File: config.mk
export PLATFORM = sky130hd
export DESIGN_NAME = four_one_arb_flat
export DESIGN_NICKNAME = d
export VERILOG_FILES = /design/src/rtl/four_one_pkg.sv /design/src/rtl/four_one_arb_if.sv /design/src/rtl/rr_pick4.sv /design/src/rtl/four_one_arb.sv /design/src/flat_wrapper.sv
export SDC_FILE = /design/constraint.sdc
export NUM_CORES = 1
export LEC_CHECK = 0
export BUFFER_PORTS_ARGS = -buffer_cell sky130_fd_sc_hd__buf_2
export CAP_MARGIN = 0
export CORE_MARGIN = 8
export CORE_UTILIZATION = 57
export CTS_CLUSTER_DIAMETER = 200
export DETAILED_ROUTE_END_ITERATION = 10
export PLACE_DENSITY = 0.82
export SYNTH_ARGS = -nofsm -noshare
export SYNTH_HDL_FRONTEND = slang
export SYNTH_SLANG_ARGS = --single-unit
File: constraint.sdc
create_clock -name clk -period 2.9 [get_ports clk]
set_input_delay 0.435 -clock clk [delete_from_list [all_inputs] [get_ports clk]]
set_output_delay 0.435 -clock clk [all_outputs]
set_load 0.005 [all_outputs]
File: src/rtl/four_one_pkg.sv
// Shared definitions for the four_one round-robin arbiter slice:
// FSM state encoding, pointer reset value, hold counter width and
// a small index-to-one-hot helper.
package four_one_pkg;

    typedef enum logic {
        ST_IDLE  = 1'b0,
        ST_GRANT = 1'b1
    } state_t;

    // Last-granted pointer at reset; requester 0 is searched first.
    localparam logic [1:0] PTR_RST = 2'b11;

    // Hold counter width; MAX_HOLD-1 must fit, so MAX_HOLD <= 255.
    localparam int CNT_W = 8;

    // Convert a 2-bit requester index into a one-hot grant vector.
    function automatic logic [3:0] idx_to_onehot(input logic [1:0] idx);
        logic [3:0] oh;
        oh      = 4'b0000;
        oh[idx] = 1'b1;
        return oh;
    endfunction

endpackage

File: src/rtl/four_one_arb_if.sv
// Bus between the four requesters and the arbiter: requests and data
// bits flow in, one-hot grant, mux select and the registered sample
// flow back out.
interface four_one_arb_if;

    logic [3:0] req;
    logic [3:0] din;
    logic [3:0] gnt;
    logic [1:0] sel;
    logic       y;
    logic       valid;

    // Requester side drives requests and data, observes the arbiter.
    modport master (
        output req,
        output din,
        input  gnt,
        input  sel,
        input  y,
        input  valid
    );

    // Arbiter side consumes requests and data, produces grant and sample.
    modport slave (
        input  req,
        input  din,
        output gnt,
        output sel,
        output y,
        output valid
    );

endinterface

File: src/rtl/rr_pick4.sv
// Combinational round-robin picker for four requesters. Searches
// ptr+1, ptr+2, ptr+3, ptr (mod 4) and reports the first set request.
// When nothing is requested, idx falls back to ptr and any is low.
module rr_pick4 (
    input  logic [3:0] req,
    input  logic [1:0] ptr,
    output logic       any,
    output logic [1:0] idx
);

    logic [1:0] w_cand;
    logic       w_found;

    // Walk the rotated priority order; the first hit wins.
    always_comb begin
        any     = |req;
        idx     = ptr;
        w_cand  = ptr;
        w_found = 1'b0;
        for (int k = 1; k <= 4; k++) begin
            w_cand = ptr + 2'(k);
            if (!w_found && req[w_cand]) begin
                idx     = w_cand;
                w_found = 1'b1;
            end
        end
    end

endmodule

File: src/rtl/four_one_arb.sv
// Round-robin arbiter and sequencer in front of the four_one 4:1 mux.
// Grants one requester at a time, drives the mux select, bounds each
// grant to MAX_HOLD cycles with a forced one-cycle idle gap, and
// registers the selected data bit with a valid flag.
module four_one_arb
    import four_one_pkg::*;
#(
    parameter int MAX_HOLD = 4
) (
    input  logic          clk,
    input  logic          rst,
    four_one_arb_if.slave arb_if
);

    // Final count value of a grant; release happens when it is reached.
    localparam logic [CNT_W-1:0] CNT_LAST = CNT_W'(MAX_HOLD - 1);

    state_t           r_state;
    logic [3:0]       r_gnt;
    logic [1:0]       r_sel;
    logic [1:0]       r_ptr;
    logic [CNT_W-1:0] r_cnt;
    logic             r_y;
    logic             r_valid;

    state_t           w_state_nxt;
    logic [3:0]       w_gnt_nxt;
    logic [1:0]       w_sel_nxt;
    logic [1:0]       w_ptr_nxt;
    logic [CNT_W-1:0] w_cnt_nxt;

    logic             w_any;
    logic [1:0]       w_idx;

    rr_pick4 u_pick (
        .req (arb_if.req),
        .ptr (r_ptr),
        .any (w_any),
        .idx (w_idx)
    );

    // Control state register; reset clears any grant immediately.
    always_ff @(posedge clk or posedge rst) begin
        if (rst) begin
            r_state <= ST_IDLE;
            r_gnt   <= 4'b0000;
            r_sel   <= 2'b00;
            r_ptr   <= PTR_RST;
            r_cnt   <= '0;
        end else begin
            r_state <= w_state_nxt;
            r_gnt   <= w_gnt_nxt;
            r_sel   <= w_sel_nxt;
            r_ptr   <= w_ptr_nxt;
            r_cnt   <= w_cnt_nxt;
        end
    end

    // Next-state logic: pick a winner in IDLE, hold or release in GRANT.
    always_comb begin
        w_state_nxt = r_state;
        w_gnt_nxt   = r_gnt;
        w_sel_nxt   = r_sel;
        w_ptr_nxt   = r_ptr;
        w_cnt_nxt   = r_cnt;
        unique case (r_state)
            ST_IDLE: begin
                w_gnt_nxt = 4'b0000;
                if (w_any) begin
                    w_gnt_nxt   = idx_to_onehot(w_idx);
                    w_sel_nxt   = w_idx;
                    w_ptr_nxt   = w_idx;
                    w_cnt_nxt   = '0;
                    w_state_nxt = ST_GRANT;
                end
            end
            ST_GRANT: begin
                // Release always passes through IDLE, which produces the
                // mandatory dead cycle; sel keeps its last value there.
                if (!arb_if.req[r_sel] || (r_cnt == CNT_LAST)) begin
                    w_gnt_nxt   = 4'b0000;
                    w_state_nxt = ST_IDLE;
                end else begin
                    w_cnt_nxt = r_cnt + 1'b1;
                end
            end
            default: begin
                w_gnt_nxt   = 4'b0000;
                w_state_nxt = ST_IDLE;
            end
        endcase
    end

    // Output sample register: capture din[sel] each granted cycle, lagging gnt by one edge.
    always_ff @(posedge clk or posedge rst) begin
        if (rst) begin
            r_y     <= 1'b0;
            r_valid <= 1'b0;
        end else begin
            r_valid <= (r_state == ST_GRANT);
            if (r_state == ST_GRANT) begin
                r_y <= arb_if.din[r_sel];
            end
        end
    end

    assign arb_if.gnt   = r_gnt;
    assign arb_if.sel   = r_sel;
    assign arb_if.y     = r_y;
    assign arb_if.valid = r_valid;

endmodule

File: src/flat_wrapper.sv
// flat-port wrapper written by rule: the top's interface ports become plain ports
module four_one_arb_flat import four_one_pkg::*;
#(
    parameter int MAX_HOLD = 4
)
  (clk, rst, arb_if_req, arb_if_din, arb_if_gnt, arb_if_sel, arb_if_y, arb_if_valid);
  four_one_arb_if arb_if_i ();
  input  logic clk;
  input  logic rst;
  input wire logic [$bits(arb_if_i.req)-1:0] arb_if_req;
  input wire logic [$bits(arb_if_i.din)-1:0] arb_if_din;
  output wire logic [$bits(arb_if_i.gnt)-1:0] arb_if_gnt;
  output wire logic [$bits(arb_if_i.sel)-1:0] arb_if_sel;
  output wire logic [$bits(arb_if_i.y)-1:0] arb_if_y;
  output wire logic [$bits(arb_if_i.valid)-1:0] arb_if_valid;
  assign arb_if_i.req = arb_if_req;
  assign arb_if_i.din = arb_if_din;
  assign arb_if_gnt = arb_if_i.gnt;
  assign arb_if_sel = arb_if_i.sel;
  assign arb_if_y = arb_if_i.y;
  assign arb_if_valid = arb_if_i.valid;
  four_one_arb #(.MAX_HOLD(MAX_HOLD)) u_core (.clk(clk), .rst(rst), .arb_if(arb_if_i));
endmodule
==> results of run 1 <==
registers in the layout, summed over array words and instances, names as in the netlist:
| register | flops |
|---|---|
| u_core.r_ptr | 2 |
| u_core.r_state | 1 |
| u_core.arb_if.sel | 2 |
| u_core.arb_if.gnt | 4 |
| u_core.arb_if.valid | 1 |
| u_core.r_cnt | 8 |
| u_core.arb_if.y | 1 |
Yosys cell counts, types with 2 or more instances:
master / instances / area [um2]
inv_1: 3 / 11.3
nand4_1: 2 / 12.5
nand3_1: 5 / 25.0
clkbuf_1: 2 / 7.51
dfrtp_1: 17 / 425
a32o_1: 3 / 30.0
o21ai_0: 5 / 25.0
dfstp_2: 2 / 52.6
o31ai_1: 5 / 37.5
o211ai_1: 2 / 15.0
nor2_1: 9 / 33.8
nand2_1: 10 / 37.5
nand2b_1: 3 / 18.8
a21oi_1: 6 / 30.0
per-stage QoR:
step	util (%)	instances
after floorplan	-	92
after CTS	65.6	127
final	65.6	127
after detailed placement	63.8	123
after global routing	65.6	127
after global placement	63.8	123
power by group:
part           internal, mW  total [mW]  switching [mW]
logic                 0.180       0.383           0.203
clock network        0.0525       0.139          0.0861
registers             0.363       0.444          0.0811
total                 0.596       0.966           0.370
cells in the final DEF (no fill, tap or decap), types with 2 or more instances in the layout:
cell | Yosys | final
a21oi_1 | 6 | 6
a32o_1 | 3 | 3
buf_2 | 1 | 17
clkbuf_4 | 0 | 3
dfrtp_1 | 17 | 17
dfstp_2 | 2 | 2
inv_1 | 3 | 3
nand2_1 | 10 | 10
nand2b_1 | 3 | 3
nand3_1 | 5 | 5
nand4_1 | 2 | 2
nor2_1 | 9 | 9
o211ai_1 | 2 | 2
o21ai_0 | 5 | 5
o31ai_1 | 5 | 5
path summary, 6_finish.rpt:
kind	start	end	slack [ps]	cells past startpoint
max	u_core.r_cnt[4]$_DFFE_PP0P_	u_core.r_cnt[0]$_DFFE_PP0P_	1180	4
min	rst	u_core.r_cnt[0]$_DFFE_PP0P_	230	2
max reg2reg	u_core.r_cnt[4]$_DFFE_PP0P_	u_core.r_cnt[0]$_DFFE_PP0P_	1180	4
min reg2reg	u_core.arb_if.gnt[2]$_DFFE_PP0P_	u_core.arb_if.gnt[2]$_DFFE_PP0P_	480	2
max in group asynchronous	rst	u_core.arb_if.sel[1]$_DFFE_PP0P_	2230	2
min in group clk	u_core.arb_if.gnt[2]$_DFFE_PP0P_	u_core.arb_if.gnt[2]$_DFFE_PP0P_	480	2
routing by layer:
layer	track usage [%]	vias up	wire (um)
met3	2.88	6	46
met1	13.8	375	877
met4	6.04	0	53
li1	-	380	-
met5	0	-	0
met2	21.2	12	1000
cell families after synthesis:
logic type	count (synthesis)	share of synthesized area, %
and+or+nand+nor	35	18.0
AOI/OAI and AO/OA	26	20.3
DFF	19	49.8
buffers and inverters	6	2.48
muxes	3	6.26
xor gates and xnor gates	2	1.83
adders and majority gates	1	1.30
final cells by class:
class	count	area [um2]
fillers	144	568
flip-flops and latches	19	478
multi-input cells	67	458
repair buffers	17	85.1
clock buffers	3	22.5
well taps	17	21.3
inverters	3	11.3
clock inverters	1	7.51
critical path, delay by kind of cell (launching register included):
| kind | cells | cell delay (ps) |
|---|---|---|
| flops | 1 | 460 |
| compound gates | 1 | 360 |
| simple gates | 2 | 620 |
| xor+xnor | 1 | 140 |
==> impl_metrics.yaml, run 1 <==
clock_network:
  worst_skew_pair.late_latency_ps: 300
  clock-sinks: 19
  htreeDepth: 1
  cts_setup_buffers: 0
  clockBufferDepth: 2
  clockRootBuffer: "clkbuf_4"
  ctsHoldBuffers: 0
  cts_buffers: 3
  cts_tree: "done"
  post_cts_resize_count: 0
  clkTransAtPathRegs_ps: 110
pwr:
  p_total_mw: 0.966
  vdd_drop_max_mv: 0.602
  p_leak_nw: 0.494
  power_density_nw_per_um2: 892
finish:
  antenna_cells: 0
  area.growth.synth_to_final_pct: 12.9
  drive_gt1_share_pct: 27.3
  fin_nets: 122
  final_cell_area_um2: 1080
sta:
  holdWs_ps: 225
  hold_violations: 0
  fmax_ghz: 0.582
  period_share_pct: 59.3
  finalSetupViolations: 0
  timing.final.crit_period_ps: 1720
  rsz0062_at_grt: "false"
  final.setup.tns_ps: 0
  maxSlewViolCount: 0
  tightest_slew_ps: 732
  fin_ws_ps: 1180
  finClkSkew_ps: 3.19
  max-slew-margin-rel_pct: 51.2
placement:
  io_buffers: 17
  pre_cts_slack_ps: 1190
  hpwl_um: 1450
  place_area_um2: 1050
  place_congestion: 0.798
hold_path:
  worstHoldPathType: "primary input to asynchronous set/reset pin"
critical_path:
  max_stage_delay_ps: 570
  critical-path-slowest-cell: "or4_4"
  cp_data_arrival_time_ps: 1890
  cp.required_ps: 3070
  path_cells: "or4_4 > o311a_4 > xnor2_1 > nor2_1"
  startpoint_type: "register"
  critPathMaxFanout: 8
  crit_type: "register to register"
  cp-end-kind: "register"
grt:
  antenna_found_initial: 0
  grt_pass1_wl_um: 3270
  grt_max_degree: 20
  overflow: 0
  track_usage_pct: 12.3
  grt_pass1_vias: 772
drt:
  num_vias: 773
  drt_iter0_markers: 22
  wl_per_cell_um: 15.6
  ant_nets: 0
  drc: 0
  drt_first_pass_iters: 4
  drt-total-wl_um: 1980
  avgViaCountPerCell: 6.09
die:
  io_pins: 18
  die_area_um2: 3250
  floorplan.initialDensity_pct: 58.1
  coreArea_um2: 1650
  num_rows: 15
  die_height_um: 57.0
  die_w_um: 57.0
synth:
  yosysUniqueCellTypes: 32
  syn_area_um2: 960
  synth_ff_type: "dfrtp_1"
  synthesis.nets: 103
  syn_area_per_cell_um2: 10.4
  synth_cells: 92
  yosys_warnings: 0
  ys_ff_latch: 19
  async_reset_ff_share_pct: 100
  yosysSeqAreaShare_pct: 49.8
  synth_edf_count: 0
run_status:
  status: "complete, no violations"
job:
  maxCapViolCount: 0
Note: power is estimated with default switching activity, not from simulation.
==> run 2, diff against run 1 <==
Settings changed: CORE_UTILIZATION 57 to 53, PLACE_DENSITY 0.82 to 0.77.
Clock period 2.9 ns to 1.6 ns, I/O delays scaled along.
==> run 2 against run 1 <==
The run now ends with negative setup slack left. Clock power is 78% higher. Maximum frequency is 5.3% higher. Global-route usage is 0.77 points higher. Register-to-register slack worse by 1200 ps. Sequential share of layout area is 3.3 points lower. Die area is 5.4% higher. Routed wire length is 6.9% higher. Sequential cell count stayed put. Count of clock-buffer cells in the layout is 1 higher. Hold slack better by 120 ps. Highest routed layer unchanged.
==> impl_metrics.yaml, run 2 (synthesized netlist as in run 1, its figures left out) <==
run_status:
  status: "complete, but fails checks"
  violations: "negative setup slack"
pwr:
  vdd_drop_max_mv: 1.22
  power_density_nw_per_um2: 1570
  p_leak_nw: 0.541
  p_total_mw: 1.84
clock_network:
  clkTransAtPathRegs_ps: 110
  htreeDepth: 1
  clockRootBuffer: "clkbuf_4"
  clockBufferDepth: 2
  cts_buffers: 3
  cts_tree: "done"
  clock-sinks: 19
  worst_skew_pair.late_latency_ps: 300
  cts_setup_buffers: 0
sta:
  fin_ws_ps: -33.1
  period_share_pct: 102
  final.setup.tns_ps: -85.0
  finClkSkew_ps: 7.01
  tightest_slew_ps: 430
  hold_violations: 0
  timing.final.crit_period_ps: 1630
  fmax_ghz: 0.612
  max-slew-margin-rel_pct: 71.3
  rsz0062_at_grt: "true"
  maxSlewViolCount: 0
  finalSetupViolations: 3
  holdWs_ps: 340
drt:
  avgViaCountPerCell: 5.72
  drc: 0
  drt_first_pass_iters: 4
  drt-total-wl_um: 2120
  wl_per_cell_um: 14.7
  drt_iter0_markers: 3
  ant_nets: 0
  num_vias: 823
placement:
  place_congestion: 0.784
  pre_cts_slack_ps: -13.4
  hpwl_um: 1550
  io_buffers: 17
  dpl.cell_count: 139
  place_area_um2: 1120
grt:
  track_usage_pct: 13.1
  antenna_found_initial: 0
  grt_max_degree: 20
  grt_pass1_wl_um: 3460
  grt_pass1_vias: 761
  overflow: 0
finish:
  fill_cells: 132
  fin_cells: 144
  largest_reg_flops: 8
  final_cell_mix: "17 x buf_2, 17 x dfrtp_1, 10 x nand2_1"
  largest_register: "u_core.r_cnt"
  final_cell_area_um2: 1170
  fin_nets: 131
  fin_util_pct: 68.6
  area.growth.synth_to_final_pct: 22.2
  antenna_cells: 0
  drive_gt1_share_pct: 31.9
critical_path:
  cp-end-kind: "register"
  critPathMaxFanout: 8
  path_cells: "or4_4 > o311a_4 > a32o_1"
  crit_type: "register to register"
  critical-path-slowest-cell: "or4_4"
  startpoint_type: "register"
  cp_data_arrival_time_ps: 1830
  cp.required_ps: 1800
  max_stage_delay_ps: 540
hold_path:
  worstHoldPathType: "primary input to register"
job:
  maxCapViolCount: 0
die:
  die_height_um: 58.6
  io_pins: 18
  die_area_um2: 3430
  num_rows: 15
  floorplan.initialDensity_pct: 56.2
  coreArea_um2: 1710
  die_w_um: 58.6
[run 2: changes by cell type in the layout (fill, tap and decap cells not counted)]
| cell | previous run | this run |
|---|---|---|
| nand3_1 | 5 | 4 |
| clkinvlp_4 | 1 | 0 |
| dlygate4sd3_1 | 0 | 1 |
| clkbuf_1 | 0 | 1 |
| buf_4 | 0 | 8 |
| nand3_4 | 0 | 1 |
[run 2: worst max-delay path, delay by kind of cell, from the launching register on]
family	cells	cell delay (ps)
compound gates	2	580
flops	1	410
simple gates	1	540
[run 2: area by class of cell]
cell class | count | area (um2) | area share (%)
Clock buffer | 4 | 26.3 | 2.24
Multi-Input combinational cell | 67 | 470 | 40.1
Timing Repair Buffer | 26 | 155 | 13.2
Sequential cell | 19 | 478 | 40.8
Tap cell | 25 | 31.3 | 2.67
Inverter | 3 | 11.3 | 0.961
[run 2: power by group]
group          total (mW)  switching, mW  internal, mW
logic               0.775          0.397         0.377
registers           0.817          0.159         0.659
clock network       0.247          0.150        0.0973
total                1.84          0.706          1.13
[run 2: path summary, 6_finish.rpt]
kind                            slack, ps  cells after the start                             start                               end
worst max-delay path                  -30                      3       u_core.r_cnt[4]$_DFFE_PP0P_  u_core.arb_if.gnt[1]$_DFFE_PP0P_
worst max register to register        -30                      3       u_core.r_cnt[4]$_DFFE_PP0P_  u_core.arb_if.gnt[1]$_DFFE_PP0P_
worst min register to register        500                      2  u_core.arb_if.gnt[3]$_DFFE_PP0P_  u_core.arb_if.gnt[3]$_DFFE_PP0P_
min in group asynchronous             480                      4                               rst       u_core.r_cnt[3]$_DFFE_PP0P_
worst min-delay path                  340                      3                     arb_if_req[3]  u_core.arb_if.gnt[2]$_DFFE_PP0P_
max in group asynchronous             860                      4                               rst       u_core.r_ptr[0]$_DFFE_PP1P_
[run 2: metal layers]
metal / up-vias / share of wire, % / GRT usage, %
met5: - / 0 / 0
met2: 19 / 47 / 20.2
li1: 401 / - / -
met3: 5 / 4.2 / 3.04
met1: 398 / 47 / 16.9
met4: 0 / 1.7 / 6.29
[run 2: what timing repair did]
action,in CTS,in global routing
hold buffers,1,0
pin swaps,1,0
endpoints found under the hold margin,17,0
resized for setup,1,1
setup endpoints to repair,4,8
==> run 3, diff against run 2 <==
Settings changed: SYNTH_HIERARCHICAL set to 1.
==> run 3 against run 2 <==
The run still ends with negative setup slack left. Sequential share of layout area decreased by 5.9 points. Synthesized cell count is 2.2% higher. Power rose by 18%. Sequential power increased by 1%. Register-to-register slack got worse by 200 ps. Die area up 0.19%. Critical path depth increased by 2. Setup slack worse by 200 ps.
==> impl_metrics.yaml, run 3 <==
run_status:
  status: "complete, but fails checks"
  violations: "negative setup slack"
critical_path:
  cp.required_ps: 1840
  reg2reg_slack_ps: -230
  crit_type: "register to register"
  startpoint_type: "register"
  reg2reg_depth: 5
  cp-end-kind: "register"
  r2r-end: "u_core/r_cnt[2]$_DFFE_PP0P_"
  critPathMaxFanout: 5
  r2r_start: "u_core/r_cnt[0]$_DFFE_PP0P_"
  cp_data_arrival_time_ps: 2070
die:
  num_rows: 15
  die_height_um: 58.6
  floorplan.initialDensity_pct: 55.7
  die_area_um2: 3430
  io_pins: 18
  coreArea_um2: 1730
  die_w_um: 58.6
drt:
  num_vias: 889
  drc: 0
  wl_per_cell_um: 15.8
  drt-total-wl_um: 2590
  avgViaCountPerCell: 5.42
  ant_nets: 0
  drt_first_pass_iters: 4
  drt_iter0_markers: 16
job:
  maxCapViolCount: 0
placement:
  io_buffers: 17
  place_congestion: 0.880
  pre_cts_slack_ps: -211
  hpwl_um: 1910
pwr:
  p_leak_nw: 0.692
  vdd_drop_max_mv: 1.11
  p_total_mw: 2.18
  power_density_nw_per_um2: 1590
synth:
  syn_area_per_cell_um2: 10.2
  synthesis.nets: 105
  yosysSeqAreaShare_pct: 49.7
  syn_area_um2: 962
  yosysUniqueCellTypes: 30
  synth_cells: 94
  post-synth-top-area-cell: "dfrtp_1"
  synth_edf_count: 0
  yosys_warnings: 6
  ys_top_cells_by_area: "dfrtp_1 44%, nand2_1 7.8%, dfstp_2 5.5%"
  yosysMostFrequentCell: "nand2_1"
  synth_ff_type: "dfrtp_1"
  yosys-top-cells-count: "20 x nand2_1, 17 x dfrtp_1, 5 x and3_1, 5 x inv_1"
  ys_ff_latch: 19
  async_reset_ff_share_pct: 100
  yosys.area.top_type_share_pct: 44.2
finish:
  largest_reg_flops: 8
  final_cell_mix: "22 x buf_4, 17 x buf_2, 17 x nand2_1, 17 x dfrtp_1, 5 x inv_1"
  area.growth.synth_to_final_pct: 42.7
  fill_cells: 119
  layout_commonest_cell: "buf_4"
  multi_input_area_um2: 536
  fin_nets: 151
  drive_gt1_share_pct: 48.2
  antenna_cells: 0
  register_area_um2: 478
  largest_register: "u_core/r_cnt"
sta:
  finClkSkew_ps: 1.11
  holdWs_ps: 383
  timing.final.crit_period_ps: 1830
  finalSetupViolations: 12
  fin_ws_ps: -231
  hold_violations: 0
  fmax_ghz: 0.546
  rsz0062_at_grt: "true"
  max-slew-margin-rel_pct: 71.3
  tightest_slew_ps: 430
  maxSlewViolCount: 0
  period_share_pct: 114
clock_network:
  htreeDepth: 1
  clockBufferDepth: 2
  clock-sinks: 19
  clockRootBuffer: "clkbuf_4"
  cts_tree: "done"
  cts_buffers: 3
  clkTransAtPathRegs_ps: 110
  worst_skew_pair.late_latency_ps: 300
grt:
  grt_pass1_wl_um: 4260
  antenna_found_initial: 0
  grt_max_degree: 20
  track_usage_pct: 16.3
  overflow: 0
  grt_pass1_vias: 939
hold_path:
  min_from: "arb_if_din[0]"
  hold_depth: 3
  worstHoldPathType: "primary input to register"
  min_to: "u_core/arb_if.y$_DFFE_PP0P_"
-- run 3: routing by layer --
metal	up-vias	GRT usage, %	part of all wire, %
li1	435	-	-
met1	438	18.0	39
met2	12	29.9	57
met3	4	3.91	2.4
met4	0	5.12	1.3
met5	-	0	0
-- run 3: critical path: stages (launching register included) --
cell and delay, ps:
dfrtp_1 380, ha_2 190, or4b_4 500, o211ai_4 250, mux2_4 330, mux2i_1 120
-- run 3: final cells by class --
class / instances / area share (%)
well taps: 25 / 2.28
repair buffers: 42 / 20.6
flip-flops and latches: 19 / 34.8
multi-input cells: 69 / 39.0
inverters: 5 / 1.37
clock buffers: 4 / 1.91
-- run 3: per-stage QoR --
step	TNS [ps]	utilization, %	cell area [um2]	cells
after global routing	-2310	79.5	1370	164
after floorplan	-653	-	982	94
final	-1820	79.5	1370	164
after global placement	-889	71.7	1240	154
after detailed placement	-1550	71.7	1240	154
after CTS	-1650	76.2	1320	163
-- run 3: kinds of logic (layout without fill, tap and decap cells) --
| group | count (synthesis) | count (layout) | synth area share (%) |
|---|---|---|---|
| AND/OR/NAND/NOR | 42 | 42 | 21.1 |
| flip-flops | 19 | 19 | 49.7 |
| AO/OA/AOI/OAI | 18 | 18 | 14.7 |
| multiplexers | 6 | 6 | 9.10 |
| buffers and inverters | 6 | 51 | 2.34 |
| XOR/XNOR | 2 | 2 | 1.82 |
| adder cells (fa/ha/maj) | 1 | 1 | 1.30 |
-- run 3: how the worst max path moves through the flow --
stage / start / endpoint / slack, ps / cells past startpoint
2_1_floorplan: u_core/r_cnt[0]$_DFFE_PP0P_ / u_core/r_cnt[5]$_DFFE_PP0P_ / -180 / 5
3_3_place_gp: u_core/r_cnt[1]$_DFFE_PP0P_ / u_core/r_cnt[7]$_DFFE_PP0P_ / -140 / 5
3_5_place_dp: u_core/r_cnt[0]$_DFFE_PP0P_ / u_core/r_cnt[7]$_DFFE_PP0P_ / -210 / 5
4_1_cts: u_core/r_cnt[0]$_DFFE_PP0P_ / u_core/arb_if.gnt[3]$_DFFE_PP0P_ / -190 / 5
5_1_grt: u_core/r_cnt[0]$_DFFE_PP0P_ / u_core/r_cnt[2]$_DFFE_PP0P_ / -310 / 5
6_report: u_core/r_cnt[0]$_DFFE_PP0P_ / u_core/r_cnt[2]$_DFFE_PP0P_ / -230 / 5
-- run 3: timing repair --
item | CTS | global route
hold buffers | 1 | 0
setup endpoints to repair | 12 | 13
cloned | 0 | 0
setup buffers | 5 | 1
endpoints found under the hold margin | 17 | 0
pin swaps | 2 | 8
resized for setup | 4 | 15
-- run 3: where the power goes --
part	total (mW)	internal [mW]	switching (mW)
registers	0.826	0.661	0.165
clock network	0.247	0.0973	0.150
logic	1.11	0.564	0.542
total	2.18	1.32	0.857
